[config.mk]
export PLATFORM = sky130hd
export DESIGN_NAME = sevenseg_scan
export DESIGN_NICKNAME = d
export VERILOG_FILES = /design/src/rtl/sevenseg_scan_pkg.sv /design/src/rtl/sevenseg_scan_hex_to_7seg.sv /design/src/rtl/sevenseg_scan.sv
export SDC_FILE = /design/constraint.sdc
export NUM_CORES = 1
export LEC_CHECK = 0
export CORE_MARGIN = 4
export CORE_UTILIZATION = 50
export DETAILED_ROUTE_END_ITERATION = 8
export PLACE_DENSITY = 0.87
export SLEW_MARGIN = 15
export SYNTH_ARGS = -nofsm -noshare
export SYNTH_HDL_FRONTEND = slang
export SYNTH_SLANG_ARGS = --single-unit
[constraint.sdc]
create_clock -name clk -period 9.3 [get_ports clk]
set_input_delay 2.79 -clock clk [delete_from_list [all_inputs] [get_ports clk]]
set_output_delay 2.79 -clock clk [all_outputs]
set_load 0.01 [all_outputs]
[src/rtl/sevenseg_scan_pkg.sv]
// Shared definitions for the seven-segment scan driver and its decoder.
// Contents:
//   scan_state_e  : scan FSM states (ST_DRIVE, ST_BLANK)
//   SEG_OFF       : active-low segment pattern with every segment dark
//   HEX_SEG_TABLE : 16-entry hex-to-segment table, {g,f,e,d,c,b,a}, active-low
package sevenseg_scan_pkg;

  typedef enum logic {
    ST_DRIVE = 1'b0,
    ST_BLANK = 1'b1
  } scan_state_e;

  localparam logic [6:0] SEG_OFF = 7'h7F;

  // Entry 0 is the rightmost element of the concatenation.
  localparam logic [15:0][6:0] HEX_SEG_TABLE = {
    7'h0E, 7'h06, 7'h21, 7'h46,   // F E d C
    7'h03, 7'h08, 7'h10, 7'h00,   // b A 9 8
    7'h78, 7'h02, 7'h12, 7'h19,   // 7 6 5 4
    7'h30, 7'h24, 7'h79, 7'h40    // 3 2 1 0
  };

endpackage

[src/rtl/sevenseg_scan_hex_to_7seg.sv]
// Combinational hex nibble to seven-segment decoder, active-low outputs.
// Ports:
//   hex : 4-bit value to display
//   seg : {g,f,e,d,c,b,a}, 0 = segment lit
module hex_to_7seg
  import sevenseg_scan_pkg::*;
(
  input  logic [3:0] hex,
  output logic [6:0] seg
);

  assign seg = HEX_SEG_TABLE[hex];

endmodule

[src/rtl/sevenseg_scan.sv]
// Time-multiplexed seven-segment display driver. Steps only on clk_en ticks,
// drives one digit at a time with an optional all-dark gap between digits,
// and latches the digit data once per frame so a frame is never mixed.
// Ports:
//   clk        : system clock
//   rst        : synchronous reset, active-low
//   clk_en     : scan tick (single-cycle pulse or held high)
//   digits     : one hex nibble per digit, digit i = digits[4i+3:4i]
//   dp_in      : decimal point request per digit (1 = lit)
//   digit_en   : 1 = digit shown, 0 = digit kept dark in its slot
//   an         : anode selects, active-low
//   seg        : {g,f,e,d,c,b,a}, active-low
//   dp         : decimal point, active-low
//   frame_done : one-cycle pulse when the last digit's dwell ends
module sevenseg_scan
  import sevenseg_scan_pkg::*;
#(
  parameter int N_DIGITS    = 4,
  parameter int DWELL_TICKS = 4,
  parameter int BLANK_TICKS = 1
) (
  input  logic                  clk,
  input  logic                  rst,
  input  logic                  clk_en,
  input  logic [4*N_DIGITS-1:0] digits,
  input  logic [N_DIGITS-1:0]   dp_in,
  input  logic [N_DIGITS-1:0]   digit_en,
  output logic [N_DIGITS-1:0]   an,
  output logic [6:0]            seg,
  output logic                  dp,
  output logic                  frame_done
);

  localparam int IDX_W   = $clog2(N_DIGITS);
  localparam int CNT_MAX = (DWELL_TICKS > BLANK_TICKS) ? DWELL_TICKS : BLANK_TICKS;
  localparam int CNT_W   = (CNT_MAX > 1) ? $clog2(CNT_MAX) : 1;

  localparam logic [IDX_W-1:0] LAST_IDX   = IDX_W'(N_DIGITS - 1);
  localparam logic [CNT_W-1:0] DWELL_LAST = CNT_W'(DWELL_TICKS - 1);
  localparam logic [CNT_W-1:0] BLANK_LAST = CNT_W'((BLANK_TICKS > 0) ? BLANK_TICKS - 1 : 0);

  scan_state_e           state_q, state_d;
  logic [IDX_W-1:0]      idx_q, idx_d;
  logic [CNT_W-1:0]      cnt_q, cnt_d;
  logic                  first_q, first_d;
  logic [4*N_DIGITS-1:0] snap_digits_q, snap_digits_d;
  logic [N_DIGITS-1:0]   snap_dp_q, snap_dp_d;
  logic [N_DIGITS-1:0]   snap_en_q, snap_en_d;
  logic [N_DIGITS-1:0]   an_q, an_d;
  logic [6:0]            seg_q, seg_d;
  logic                  dp_q, dp_d;
  logic                  frame_done_q, frame_done_d;

  logic                  advance;
  logic [3:0]            cur_nibble;
  logic [6:0]            cur_seg;

  // Scan sequencing. first_q marks the BLANK entered from reset, which leaves
  // on the very first tick regardless of BLANK_TICKS so the scan starts promptly.
  always_comb begin
    state_d       = state_q;
    idx_d         = idx_q;
    cnt_d         = cnt_q;
    first_d       = first_q;
    snap_digits_d = snap_digits_q;
    snap_dp_d     = snap_dp_q;
    snap_en_d     = snap_en_q;
    frame_done_d  = 1'b0;
    advance       = 1'b0;

    if (clk_en) begin
      case (state_q)
        ST_DRIVE: begin
          if (cnt_q == DWELL_LAST) begin
            cnt_d        = '0;
            frame_done_d = (idx_q == LAST_IDX);
            if (BLANK_TICKS > 0) begin
              state_d = ST_BLANK;
            end else begin
              advance = 1'b1;
            end
          end else begin
            cnt_d = cnt_q + CNT_W'(1);
          end
        end
        ST_BLANK: begin
          if (first_q || (cnt_q == BLANK_LAST)) begin
            cnt_d   = '0;
            first_d = 1'b0;
            advance = 1'b1;
            state_d = ST_DRIVE;
          end else begin
            cnt_d = cnt_q + CNT_W'(1);
          end
        end
        default: state_d = ST_BLANK;
      endcase
    end

    // Wrapping back to digit 0 is the frame boundary, so that is where the
    // inputs are captured; the new frame's first digit already uses them.
    if (advance) begin
      if (idx_q == LAST_IDX) begin
        idx_d         = '0;
        snap_digits_d = digits;
        snap_dp_d     = dp_in;
        snap_en_d     = digit_en;
      end else begin
        idx_d = idx_q + IDX_W'(1);
      end
    end
  end

  assign cur_nibble = snap_digits_d[{idx_d, 2'b00} +: 4];

  hex_to_7seg u_hex_to_7seg (
    .hex (cur_nibble),
    .seg (cur_seg)
  );

  // Outputs are decoded from the next state so the pins move on the same edge
  // that accepts the tick.
  always_comb begin
    an_d  = '1;
    seg_d = SEG_OFF;
    dp_d  = 1'b1;
    if ((state_d == ST_DRIVE) && snap_en_d[idx_d]) begin
      an_d  = ~(N_DIGITS'(1) << idx_d);
      seg_d = cur_seg;
      dp_d  = ~snap_dp_d[idx_d];
    end
  end

  always_ff @(posedge clk) begin
    if (!rst) begin
      state_q       <= ST_BLANK;
      idx_q         <= LAST_IDX;
      cnt_q         <= '0;
      first_q       <= 1'b1;
      snap_digits_q <= '0;
      snap_dp_q     <= '0;
      snap_en_q     <= '0;
      an_q          <= '1;
      seg_q         <= SEG_OFF;
      dp_q          <= 1'b1;
      frame_done_q  <= 1'b0;
    end else begin
      state_q       <= state_d;
      idx_q         <= idx_d;
      cnt_q         <= cnt_d;
      first_q       <= first_d;
      snap_digits_q <= snap_digits_d;
      snap_dp_q     <= snap_dp_d;
      snap_en_q     <= snap_en_d;
      an_q          <= an_d;
      seg_q         <= seg_d;
      dp_q          <= dp_d;
      frame_done_q  <= frame_done_d;
    end
  end

  assign an         = an_q;
  assign seg        = seg_q;
  assign dp         = dp_q;
  assign frame_done = frame_done_q;

endmodule

==> out/results.txt, run 1 <==
Status -> finished clean
CTS tree -> yes
Area of the core -> 0.004354 mm²
Count of input and output buffers -> 39
Worst r2r src -> idx_q[0]
Flip-flop and latch count after synthesis -> 43
Synth Area in Compound Gates -> 19.40%
Via count of the routed design -> 1840
Max transition margin -> 36.27%
Post-Place Cells -> 321
Worst Hold Depth -> 2
Worst IR drop on VDD -> 96.76 µV
Number of failing hold endpoints at the final stage -> 0
Skew final -> 0.005654 ns
Largest fanout of any net on the critical path -> 24
Tightest Pin Transition -> 0.9530 ns
Cts repair resizes -> 0
Area post-placement -> 0.002624 mm²
Setup repair after global routing missed its margin -> no
Layout overhead on the synthesized area -> 23.31%
Initial core utilization -> 51.41%
Slack of the worst reg-to-reg path -> 5.76 ns
Hold Startpoint -> snap_dp_q[3]
Sum of routed wire length over all layers -> 4810 µm
Kind of path behind the tightest hold check -> reg2reg
Crit path arrival time -> 5.63 ns
Cell depth of the worst flop-to-flop path -> 12
Warning count from the yosys run -> 0
Setup violators final -> 0
Total die area -> 0.005612 mm²
Buffers inserted by post-CTS timing repair -> 0
Final Critical Period -> 5.490 ns
Net count of the mapped netlist -> 278
Worst Path Class, Setup -> in2reg
H-tree levels -> 2
Std-Cell Rows -> 24
Number of buffers created by CTS -> 5
Antenna diode count -> 0
GRT Util Overall -> 18.12%
Insertion delay to the later sink of the worst-skew pair -> 0.29 ns
Gr ovfl total -> 0
Routability cong. -> 0.8787
RR Endpoint -> seg[5]
Hold Buf Count CTS -> 0
Maximum number of pins on one net before global-route repair -> 33
Number of synthesized flops with an enable pin -> 0
Clock transition time at the flip-flop clock pins of the worst setup and hold paths -> 0.09 ns
Fraction of synthesized area in multiplexers -> 14.03%
Most used flip-flop cell after synthesis -> sky130_fd_sc_hd__dfxtp_1
Leakage power figure -> 0.001094 µW
Total iterations of the first detailed-routing run -> 5
Layout Cells excl Fill -> 329
Antenna viol nets, final -> 0
Nets@finish -> 312
Top-level port count -> 40
Ratio of total power to cell area -> 196.4 mW/mm²
Period Utilization, post-route -> 59.03%
Max Cap Viol -> 0
Cell Area, Synth -> 0.002238 mm²
CP Capture Type -> flip-flop
Vias in the first global route -> 1752
Xor/xnor share of the synthesized area -> 0%
Via density per instance -> 5.593
Fraction of layout cells with a size suffix above 1 -> 9.025%
Largest cells by area after synthesis -> sky130_fd_sc_hd__dfxtp_1, sky130_fd_sc_hd__mux2i_1, sky130_fd_sc_hd__nand2_1
Most frequent cells after synthesis -> sky130_fd_sc_hd__dfxtp_1, sky130_fd_sc_hd__nand2_1, sky130_fd_sc_hd__mux2i_1
Drt initial violations -> 199
Achievable clock frequency -> 182.2 MHz
CTS max path bufs -> 2
Root buffer cell -> sky130_fd_sc_hd__clkbuf_8
Portion of the post-synthesis area used by sequential elements -> 38.46%
Fraction of post-synthesis cell area in the top cell type by area -> 38.46%
Height of the die -> 74.91 µm
First-pass GRT wire length -> 7838 µm
Critical Path Source Type -> input port
Synthesized area per cell -> 9.250 µm²
Horizontal extent of the die -> 74.91 µm
Largest area contributor in the synthesized netlist -> sky130_fd_sc_hd__dfxtp_1
Req. time, crit path -> 9.44 ns
Share of flip-flops with an asynchronous set or reset after synthesis -> 0%
Instance count of the mapped netlist -> 242
Max-slew violation count -> 0
DRC violation count after routing -> 0
Number of antenna violations at the first check in global routing -> 0
Detailed-route wire length per cell -> 14.62 µm
Clock sinks -> 43
Number of distinct library cell variants in the gate-level netlist after synthesis -> 46
Synthesized-area fraction occupied by and/or/nand/nor cells -> 18.28%
HPWL after detailed placement -> 3340 µm
Sum of negative setup slack -> 0 ns
Post-route cell area -> 0.002760 mm²
Hold Path End -> snap_dp_q[3]
Post-synthesis share of cell area spent on full adders, half adders and majority gates -> 5.031%
Combinational family with the most area after synthesis -> compound AO/OA/AOI/OAI gates
state kept, by name, summed over array words and instances (netlist names):
register / count
state_q: 1
frame_done: 1
cnt_q: 2
snap_dp_q: 4
snap_en_q: 4
dp: 1
first_q: 1
snap_digits_q: 16
idx_q: 2
an: 4
seg: 7
critical path, stage by stage:
cell and delay [ns]:
sky130_fd_sc_hd__clkdlybuf4s50_1 0.64, sky130_fd_sc_hd__o2111a_1 0.23, sky130_fd_sc_hd__buf_4 0.31, sky130_fd_sc_hd__mux2i_1 0.32, sky130_fd_sc_hd__mux2i_1 0.13, sky130_fd_sc_hd__mux2i_2 0.37, sky130_fd_sc_hd__inv_1 0.13, sky130_fd_sc_hd__ha_1 0.22
sky130_fd_sc_hd__inv_1 0.07, sky130_fd_sc_hd__nor3_1 0.07, sky130_fd_sc_hd__a21oi_1 0.18, sky130_fd_sc_hd__o221ai_1 0.15
cell families after synthesis:
logic type                 Yosys count
AOI/OAI and AO/OA                   55
muxes                               29
DFF                                 43
adders and majority gates            9
and+or+nand+nor                     86
buffers and inverters               20
layout make-up:
cell class | count | area, µm²
tap | 52 | 65.06
inverter | 6 | 22.52
clock inverter | 3 | 67.56
clock buffer | 5 | 68.82
timing repair buffer | 41 | 405.4
sequential | 43 | 860.8
multi-input combinational | 179 | 1270
fill | 363 | 1594
power by group:
part	internal, µW	leakage [µW]	switching, µW
clock	107	0.0000644	65.5
sequential	199	0.000352	9.36
combinational	73.5	0.000678	88.0
total	379	0.00109	163
worst max path at each step:
stage / slack [ns] / endpoint / startpoint
finish: 3.81 / seg[5] / clk_en
global route: 3.60 / seg[5] / clk_en
CTS: 3.83 / seg[5] / clk_en
detailed placement: 3.54 / seg[5] / clk_en
global placement: 3.71 / seg[3] / clk_en
floorplan: 4.39 / seg[3] / clk_en
cells in the final DEF (no fill, tap or decap), types with 7 or more instances in the layout:
cell	count
sky130_fd_sc_hd__clkdlybuf4s50_1	39
sky130_fd_sc_hd__dfxtp_1	43
sky130_fd_sc_hd__a21oi_1	7
sky130_fd_sc_hd__mux2i_1	20
sky130_fd_sc_hd__nor2b_1	12
sky130_fd_sc_hd__ha_1	9
sky130_fd_sc_hd__nand2_1	43
sky130_fd_sc_hd__a21boi_0	14
sky130_fd_sc_hd__nor2_1	7
sky130_fd_sc_hd__o21ai_0	7
stage by stage:
stage	hold slack (ns)	worst slack, ns	total power [µW]	util, %
after floorplan	0.4393	4.387	329.6	-
after global placement	0.4524	3.712	365.4	60.26
after detailed placement	0.4625	3.536	370.8	60.26
after CTS	0.4751	3.830	543.0	63.39
after global routing	0.5053	3.598	567.1	63.39
final	0.4708	3.810	542.0	63.39
layer usage:
layer / vias to the layer above / routed length [µm] / GRT usage, %
li1: 926 / - / -
met1: 851 / 2063 / 21.19
met2: 59 / 2422 / 32.01
met3: 4 / 264 / 4.673
met4: 0 / 59 / 6.126
met5: - / 0 / 0
Power figures use the tool's default switching activity.
==> run 2, diff against run 1 <==
--- a/config.mk
+++ b/config.mk
@@ -6,9 +6,9 @@
 export NUM_CORES = 1
 export LEC_CHECK = 0
 export CORE_MARGIN = 4
-export CORE_UTILIZATION = 50
+export CORE_UTILIZATION = 47
 export DETAILED_ROUTE_END_ITERATION = 8
-export PLACE_DENSITY = 0.87
+export PLACE_DENSITY = 0.86
 export SLEW_MARGIN = 15
 export SYNTH_ARGS = -nofsm -noshare
 export SYNTH_HDL_FRONTEND = slang
==> constraint.sdc (replaced) <==
create_clock -name clk -period 4.8 [get_ports clk]
set_input_delay 1.44 -clock clk [delete_from_list [all_inputs] [get_ports clk]]
set_output_delay 1.44 -clock clk [all_outputs]
set_load 0.01 [all_outputs]
==> run 2 against run 1 <==
Net effect:
- core utilization shrank 2.1 points
- critical endpoint unchanged
- via count shrank 0.98%
- register-to-register slack lost 4.5 ns
- clock skew grew 0.0023 ns
- first-iteration DRC count shrank 37%
- hold slack lost 0.0046 ns
- total power grew 75%
- clock power grew 34%
- largest cell class unchanged
- cell area shrank 0.63%
- sequential power grew 93%
- sequential share of layout area grew 0.20 points
==> out/results.txt, run 2 (synthesis gave the netlist of run 1 again) <==
GRT Util Overall -> 16.11%
HPWL after detailed placement -> 3415 µm
Worst Path Class, Setup -> in2reg
Horizontal extent of the die -> 77.01 µm
Worst IR drop on VDD -> 169.1 µV
Sum of routed wire length over all layers -> 4768 µm
Gr ovfl total -> 0
Largest fanout of any net on the critical path -> 9
Number of antenna violations at the first check in global routing -> 0
Biggest register -> snap_digits_q
Final-layout fill cell count -> 402
Post-Route Hold Slack -> 0.4662 ns
Number of gates on the worst path with buffers counted -> 10
Count of input and output buffers -> 39
Cell with the most instances on the worst path -> sky130_fd_sc_hd__inv_1
Maximum single-stage delay on the critical path -> 0.68 ns
Max transition margin -> 45.47%
Worst Hold Depth -> 2
Vias in the first global route -> 1681
Cts repair resizes -> 0
Insertion delay to the later sink of the worst-skew pair -> 0.30 ns
Nets@finish -> 316
Via count of the routed design -> 1822
Critical Path Source Type -> input port
Max Cap Viol -> 0
Antenna viol nets, final -> 0
Achievable clock frequency -> 240.4 MHz
Kind of path behind the tightest hold check -> reg2reg
Initial core utilization -> 50.03%
Req. time, crit path -> 4.96 ns
Layout overhead on the synthesized area -> 22.53%
Setup violators final -> 0
Tightest Pin Transition -> 0.7952 ns
Number of failing hold endpoints at the final stage -> 0
Clock sinks -> 43
Total iterations of the first detailed-routing run -> 4
Height of the die -> 77.01 µm
Critical path cell sequence -> clkdlybuf4s50_1 > o211a_1 > mux2i_1 > mux2i_2 > inv_1 > ha_1 > inv_1 > nor3_1 > a21oi_1 > o221ai_1
Via density per instance -> 5.471
Setup repair after global routing missed its margin -> no
Buffers inserted by post-CTS timing repair -> 0
Skew final -> 0.007978 ns
Crit path arrival time -> 4.32 ns
Detailed-route wire length per cell -> 14.32 µm
Total die area -> 0.005931 mm²
Ratio of total power to cell area -> 346.9 mW/mm²
Area occupied by registers -> 860.8 µm²
CTS tree -> yes
Max-slew violation count -> 0
Period Utilization, post-route -> 86.66%
Commonest cells after routing, fill and taps aside -> sky130_fd_sc_hd__nand2_1, sky130_fd_sc_hd__dfxtp_1, sky130_fd_sc_hd__clkdlybuf4s50_1
Status -> finished clean
Bufs and invs on worst path -> 3
Sum of negative setup slack -> 0 ns
Maximum number of pins on one net before global-route repair -> 33
Root buffer cell -> sky130_fd_sc_hd__clkbuf_8
Leakage power figure -> 0.001089 µW
Top-level port count -> 40
Number of buffers created by CTS -> 5
Slowest stage cell on the critical path -> sky130_fd_sc_hd__mux2i_1
Number of flip-flops under the largest register name -> 16
Area taken by multi-input logic gates -> 0.001270 mm²
Cell depth of the worst flop-to-flop path -> 11
Antenna diode count -> 0
Final Critical Period -> 4.160 ns
Clock transition time at the flip-flop clock pins of the worst setup and hold paths -> 0.09 ns
Std-Cell Rows -> 24
DRC violation count after routing -> 0
Drt initial violations -> 126
CTS max path bufs -> 2
Category of cells accounting for the largest share of critical-path delay -> multiplexers
Hold Buf Count CTS -> 0
Routability cong. -> 0.7976
First-pass GRT wire length -> 7762 µm
Area of the core -> 0.004474 mm²
H-tree levels -> 2
CP Capture Type -> flip-flop
Fraction of layout cells with a size suffix above 1 -> 10.32%
## run 2: final cells by class
type	instances	area share (%)
flip-flops and latches	43	31.39
repair buffers	45	15.88
inverters	6	0.8212
well taps	52	2.372
clock buffers	5	2.509
multi-input cells	179	46.30
clock inverters	3	0.7299
## run 2: per-stage QoR
step	worst slack, ns	instance area (µm²)	util [%]	power [µW]	std cells
6_report	0.6404	2743	61.30	951.3	333
5_1_grt	0.4360	2743	61.30	1000	333
4_1_cts	0.6772	2743	61.30	954.0	333
3_5_place_dp	0.3571	2654	59.31	722.8	325
3_3_place_gp	0.4996	2654	59.31	713.6	325
2_1_floorplan	1.237	2238	-	638.6	242
## run 2: power breakdown
part | internal (µW) | switching (µW)
Clock | 101 | 130
Combinational | 146 | 171
Sequential | 385 | 17.1
## run 2: worst paths after layout
path | startpoint | slack (ns) | end
min | snap_dp_q[1] | 0.47 | snap_dp_q[1]
max | clk_en | 0.64 | seg[5]
max reg2reg | idx_q[0] | 1.23 | seg[5]
min reg2reg | snap_dp_q[1] | 0.47 | snap_dp_q[1]
## run 2: tightest hold or removal path, stage by stage (launching register included)
cell and delay, ns:
sky130_fd_sc_hd__dfxtp_1 0.31, sky130_fd_sc_hd__nand2_1 0.05, sky130_fd_sc_hd__a21boi_0 0.06
## run 2: routing by layer
metal	wire length, µm	GRT usage [%]	vias to the layer above
met5	0	0	-
met4	108	7.117	0
met3	259	4.801	11
met2	2236	26.39	55
met1	2163	19.49	827
li1	-	-	929
==> patch 1 (config.mk and constraints of run 1) <==
Put one more register stage on the output `seg`, cleared by the reset. The value now appears one clock later. The other outputs are not delayed to match.
--- a/src/rtl/sevenseg_scan.sv
+++ b/src/rtl/sevenseg_scan.sv
@@ -38,6 +38,8 @@
   localparam logic [IDX_W-1:0] LAST_IDX   = IDX_W'(N_DIGITS - 1);
   localparam logic [CNT_W-1:0] DWELL_LAST = CNT_W'(DWELL_TICKS - 1);
   localparam logic [CNT_W-1:0] BLANK_LAST = CNT_W'((BLANK_TICKS > 0) ? BLANK_TICKS - 1 : 0);
+
+  logic [6:0] seg_c;
 
   scan_state_e           state_q, state_d;
   logic [IDX_W-1:0]      idx_q, idx_d;
@@ -160,9 +162,17 @@
   end
 
   assign an         = an_q;
-  assign seg        = seg_q;
+  assign seg_c      = seg_q;
   assign dp         = dp_q;
   assign frame_done = frame_done_q;
 
+  always_ff @(posedge clk) begin
+    if (!rst) begin
+      seg <= '0;
+    end else begin
+      seg <= seg_c;
+    end
+  end
+
 endmodule
 
Check against the original RTL: not equivalent (Yosys sat finds a counterexample within 4 cycles, from zero or initial values and one cycle with rst low).
==> patch 1 against run 1 <==
  * Power is 1.3% lower
  * First-iteration DRC count is 18% lower
  * Clock skew is 0.0046 ns higher
  * Hold slack worse by 0.035 ns
  * Via count is 0.38% higher
  * Setup slack worse by 0.63 ns
  * Sequential power is 16% higher
  * Synthesized area is 6.3% higher
  * Die area is 5.6% higher
  * Routed wire length is 2.5% lower
  * Design area is 3.9% higher
  * Sequential cell count is 7 higher
  * Fmax is 10% lower
  * Largest power group unchanged
==> patch 1: results (changes against run 1) <==
Routing
  • WL met3: 221 um (was 264 um)
  • Met2 wire length: 2210 um (was 2420 um)
  • Wirelength per Cell: 14.0 um (was 14.6 um)
  • Met1 Wirelength: 2170 um (was 2060 um)
  • Starting DRT DRC Count: 163 (was 199)
  • Via count: 1847 (was 1840)
  • DRT Pass-1 Iters: 4 (was 5)

Global route
  • First-pass GRT wire length: 8090 um (was 7840 um)
  • GRT Overall Usage: 16.6% (was 18.1%)
  • Largest net degree at the start of global routing: 39 (was 33)

Power and ir drop
  • Peak supply drop: 0.111 mV (was 0.0968 mV)
  • P_leak: 0.00111 uW (was 0.00109 uW)

Critical path
  • Arrival time at the worst endpoint: 6.29 ns (was 5.63 ns)
  • R2r setup slk: 5.45 ns (was 5.76 ns)
  • Reg-to-reg endpoint: seg_c[0]$_SDFF_PN1_ (was seg[5]$_SDFF_PN1_)
  • Peak fanout along the critical path: 26 (was 24)
  • Critical Path Max Stage Delay: 1.03 ns (was 0.64 ns)
  • RR Startpoint: idx_q[0]$_SDFF_PN1_ (unchanged)
  • Critical-path top delay cell: o2111a_1 (was clkdlybuf4s50_1)
  • CP top delay family: compound AO/OA/AOI/OAI gates (was buffers and inverters)

Logic synthesis
  • Post-Synth XOR/XNOR Area: 0.368% (was 0%)
  • Sequential fraction of the synthesis area: 42.1% (was 38.5%)
  • Synth Area in Adders: 4.73% (was 5.03%)
  • Mapped Nets: 287 (was 278)
  • Commonest cells in the netlist: dfxtp_1, nand2_1, mux2i_1, a21boi_0, nor2_1 (was dfxtp_1, nand2_1, mux2i_1, a21boi_0, nor2b_1)
  • Synth Area in Compound Gates: 15.0% (was 19.4%)
  • Synth unique cells: 45 (was 46)
  • Mux cell area share after synthesis: 14.2% (was 14.0%)
  • Synth top area cells: dfxtp_1, mux2i_1, nand2_1 (unchanged)

Place
  • Area after DPL: 2750 um^2 (was 2620 um^2)
  • Final Wtd Congestion: 0.858 (was 0.879)
  • Hpwl dp: 3350 um (was 3340 um)

Cells and area
  • NumNets Final: 319 (was 312)
  • Fillers: 374 (was 363)
  • Layout cells sized above 1: 7.04% (was 9.03%)

Timing
  • Final Skew: 0.0103 ns (was 0.00565 ns)
  • Slew HR: 23.3% (was 36.3%)

Hold path
  • Hold path cells: 1 (was 2)
  • Hold endpoint: seg[4]$_SDFF_PN0_ (was snap_dp_q[3]$_SDFF_PN0_)
  • Hold wc startpoint: seg_c[4]$_SDFF_PN1_ (was snap_dp_q[3]$_SDFF_PN0_)

Status
  • Outcome: completed (unchanged)
[patch 1: power by group]
group          switching (uW)  internal, uW  total, uW
combinational            77.7          65.1        143
clock                    71.4          80.0        151
sequential               9.02           232        241
total                     158           377        535
[patch 1: area by class of cell]
| type | count | area share, % |
|---|---|---|
| clock inverters | 3 | 1.57 |
| repair buffers | 40 | 13.9 |
| inverters | 7 | 0.916 |
| flip-flops and latches | 50 | 34.9 |
| multi-input cells | 179 | 44.1 |
| well taps | 52 | 2.27 |
| clock buffers | 5 | 2.40 |
[patch 1: stage by stage]
stage	utilization, %	hold slack, ns	setup slack, ns	power, uW	std cells
after CTS	64.1	0.437	3.20	538	336
after floorplan	-	0.412	4.23	352	251
final	64.1	0.436	3.18	535	336
after detailed placement	61.5	0.417	2.87	388	328
after global placement	61.5	0.416	3.06	383	328
after global routing	64.1	0.451	2.89	567	336
[patch 1: per-layer routing]
layer  up-vias  track usage [%]
li1        938                -
met1       850             20.9
met2        51             27.4
met3         8             4.45
met4         0             5.87
met5         -                0
==> patch 2 (settings of run 1) <==
Without the edit above. `N_DIGITS`: 4 -> 2.
--- a/src/rtl/sevenseg_scan.sv
+++ b/src/rtl/sevenseg_scan.sv
@@ -15,7 +15,7 @@
 module sevenseg_scan
   import sevenseg_scan_pkg::*;
 #(
-  parameter int N_DIGITS    = 4,
+  parameter int N_DIGITS    = 2,
   parameter int DWELL_TICKS = 4,
   parameter int BLANK_TICKS = 1
 ) (
Ports: changed (resized an, digit_en, digits and dp_in); port bits go from 40 to 26. No check against the original RTL was run, so the function may have changed too.
==> patch 2 against run 1 <==
  * Fmax is 11% higher
  * Largest power group unchanged
  * Synthesized area is 36% lower
  * Critical endpoint is now seg[3]$_SDFF_PN1_
  * Register-to-register slack better by 0.90 ns
  * Critical path depth is 4 lower
  * Global-route usage is 0.48 points higher
  * Sequential share of layout area is 1.6 points higher
  * Setup slack better by 0.53 ns
  * Routed wire length is 31% lower
  * Sequential power is 35% lower
  * Power is 47% lower
  * First-iteration DRC count is 46% lower
  * Design area is 38% lower
  * Clock power is 53% lower
  * Critical path type unchanged
  * Sequential cell count is 15 lower
==> patch 2: results (changes against run 1) <==
Power and ir drop
  • Net Sw Power: 83.3 uW (was 163 uW)
  • Reg power frac: 47.6% (was 38.4%)
  • Peak supply drop: 0.109 mV (was 0.0968 mV)
  • Logic gate share of total power: 23.7% (was 29.8%)

Cells and area
  • Multi-input comb cells: 122 (was 179)
  • Clock buf/inv share: 3.08% (was 4.94%)
  • NonClk Buf Share: 14.7% (about the same)
  • NumNets Final: 210 (was 312)
  • Multi-input logic area: 779 um^2 (was 1270 um^2)
  • Layout inverter count without the clock tree: 7 (was 6)
  • Fillers: 232 (was 363)
  • FF+latch area: 561 um^2 (was 861 um^2)

Status
  • Outcome: completed (unchanged)

Global route
  • First-pass GRT wire length: 5310 um (was 7840 um)
  • Number of global-route vias before repair: 1204 (was 1752)
  • Met3 Use GR: 1.89% (was 4.67%)
  • Met1 usage: 21.2% (about the same)

Logic synthesis
  • Sequential fraction of the synthesis area: 39.1% (was 38.5%)

Critical path
  • Reg-to-reg endpoint: seg[3]$_SDFF_PN1_ (was seg[5]$_SDFF_PN1_)
  • Peak fanout along the critical path: 12 (was 24)
  • Arrival time at the worst endpoint: 5.24 ns (was 5.63 ns)

Place
  • Final Wtd Congestion: 0.813 (was 0.879)
  • I/O Buffers: 25 (was 39)
  • Hpwl dp: 2360 um (was 3340 um)

Timing
  • Worst-margin pin slew: 0.760 ns (was 0.953 ns)
  • Final Skew: 0.0138 ns (was 0.00565 ns)

Clocking
  • H-tree depth: 1 (was 2)
  • Clock Latency Late Sink: 0.35 ns (was 0.29 ns)
  • CTS root buffer: clkbuf_4 (was clkbuf_8)

Hold path
  • Hold endpoint: an[1]$_SDFF_PN1_ (was snap_dp_q[3]$_SDFF_PN0_)

Routing
  • Via count: 1289 (was 1840)
  • Wirelength per Cell: 15.2 um (was 14.6 um)
## patch 2: worst max-delay path by stage
stage | from | to | slack (ns) | cells after the start
floorplan | clk_en | seg[3]$_SDFF_PN1_ | 4.97 | 9
global placement | clk_en | seg[3]$_SDFF_PN1_ | 4.19 | 8
detailed placement | clk_en | seg[3]$_SDFF_PN1_ | 4.08 | 8
CTS | clk_en | seg[3]$_SDFF_PN1_ | 4.37 | 8
global route | clk_en | seg[3]$_SDFF_PN1_ | 4.13 | 8
finish | clk_en | seg[3]$_SDFF_PN1_ | 4.34 | 8
## patch 2: critical path, stage by stage
cell and delay, ns:
clkdlybuf4s50_1 0.65, o2111a_1 0.52, nand2_1 0.16, nand4_1 0.24, inv_1 0.16, ha_1 0.33
o211a_1 0.24, o21ai_0 0.15
## patch 2: kinds of logic after synthesis
logic type	count (synthesis)	synth area share (%)
AO/OA/AOI/OAI	34	19.3
XOR/XNOR	1	0.611
adder cells (fa/ha/maj)	8	6.99
buffers and inverters	18	6.46
flip-flops	28	39.1
multiplexers	6	4.28
AND/OR/NAND/NOR	73	23.2
## patch 2: routing by layer
metal | vias up | part of all wire, %
met5 | - | 0
met4 | 0 | 1.9
met3 | 7 | 4.5
met2 | 48 | 55
met1 | 615 | 38
li1 | 619 | -
## patch 2: through the flow
stage | area (um^2) | util [%] | cells | hold WS [ns]
after floorplan | 1430 | - | 168 | 0.410
after global placement | 1660 | 60.0 | 213 | 0.431
after detailed placement | 1660 | 60.0 | 213 | 0.434
after CTS | 1710 | 61.9 | 217 | 0.468
after global routing | 1710 | 61.9 | 217 | 0.492
final | 1710 | 61.9 | 217 | 0.469
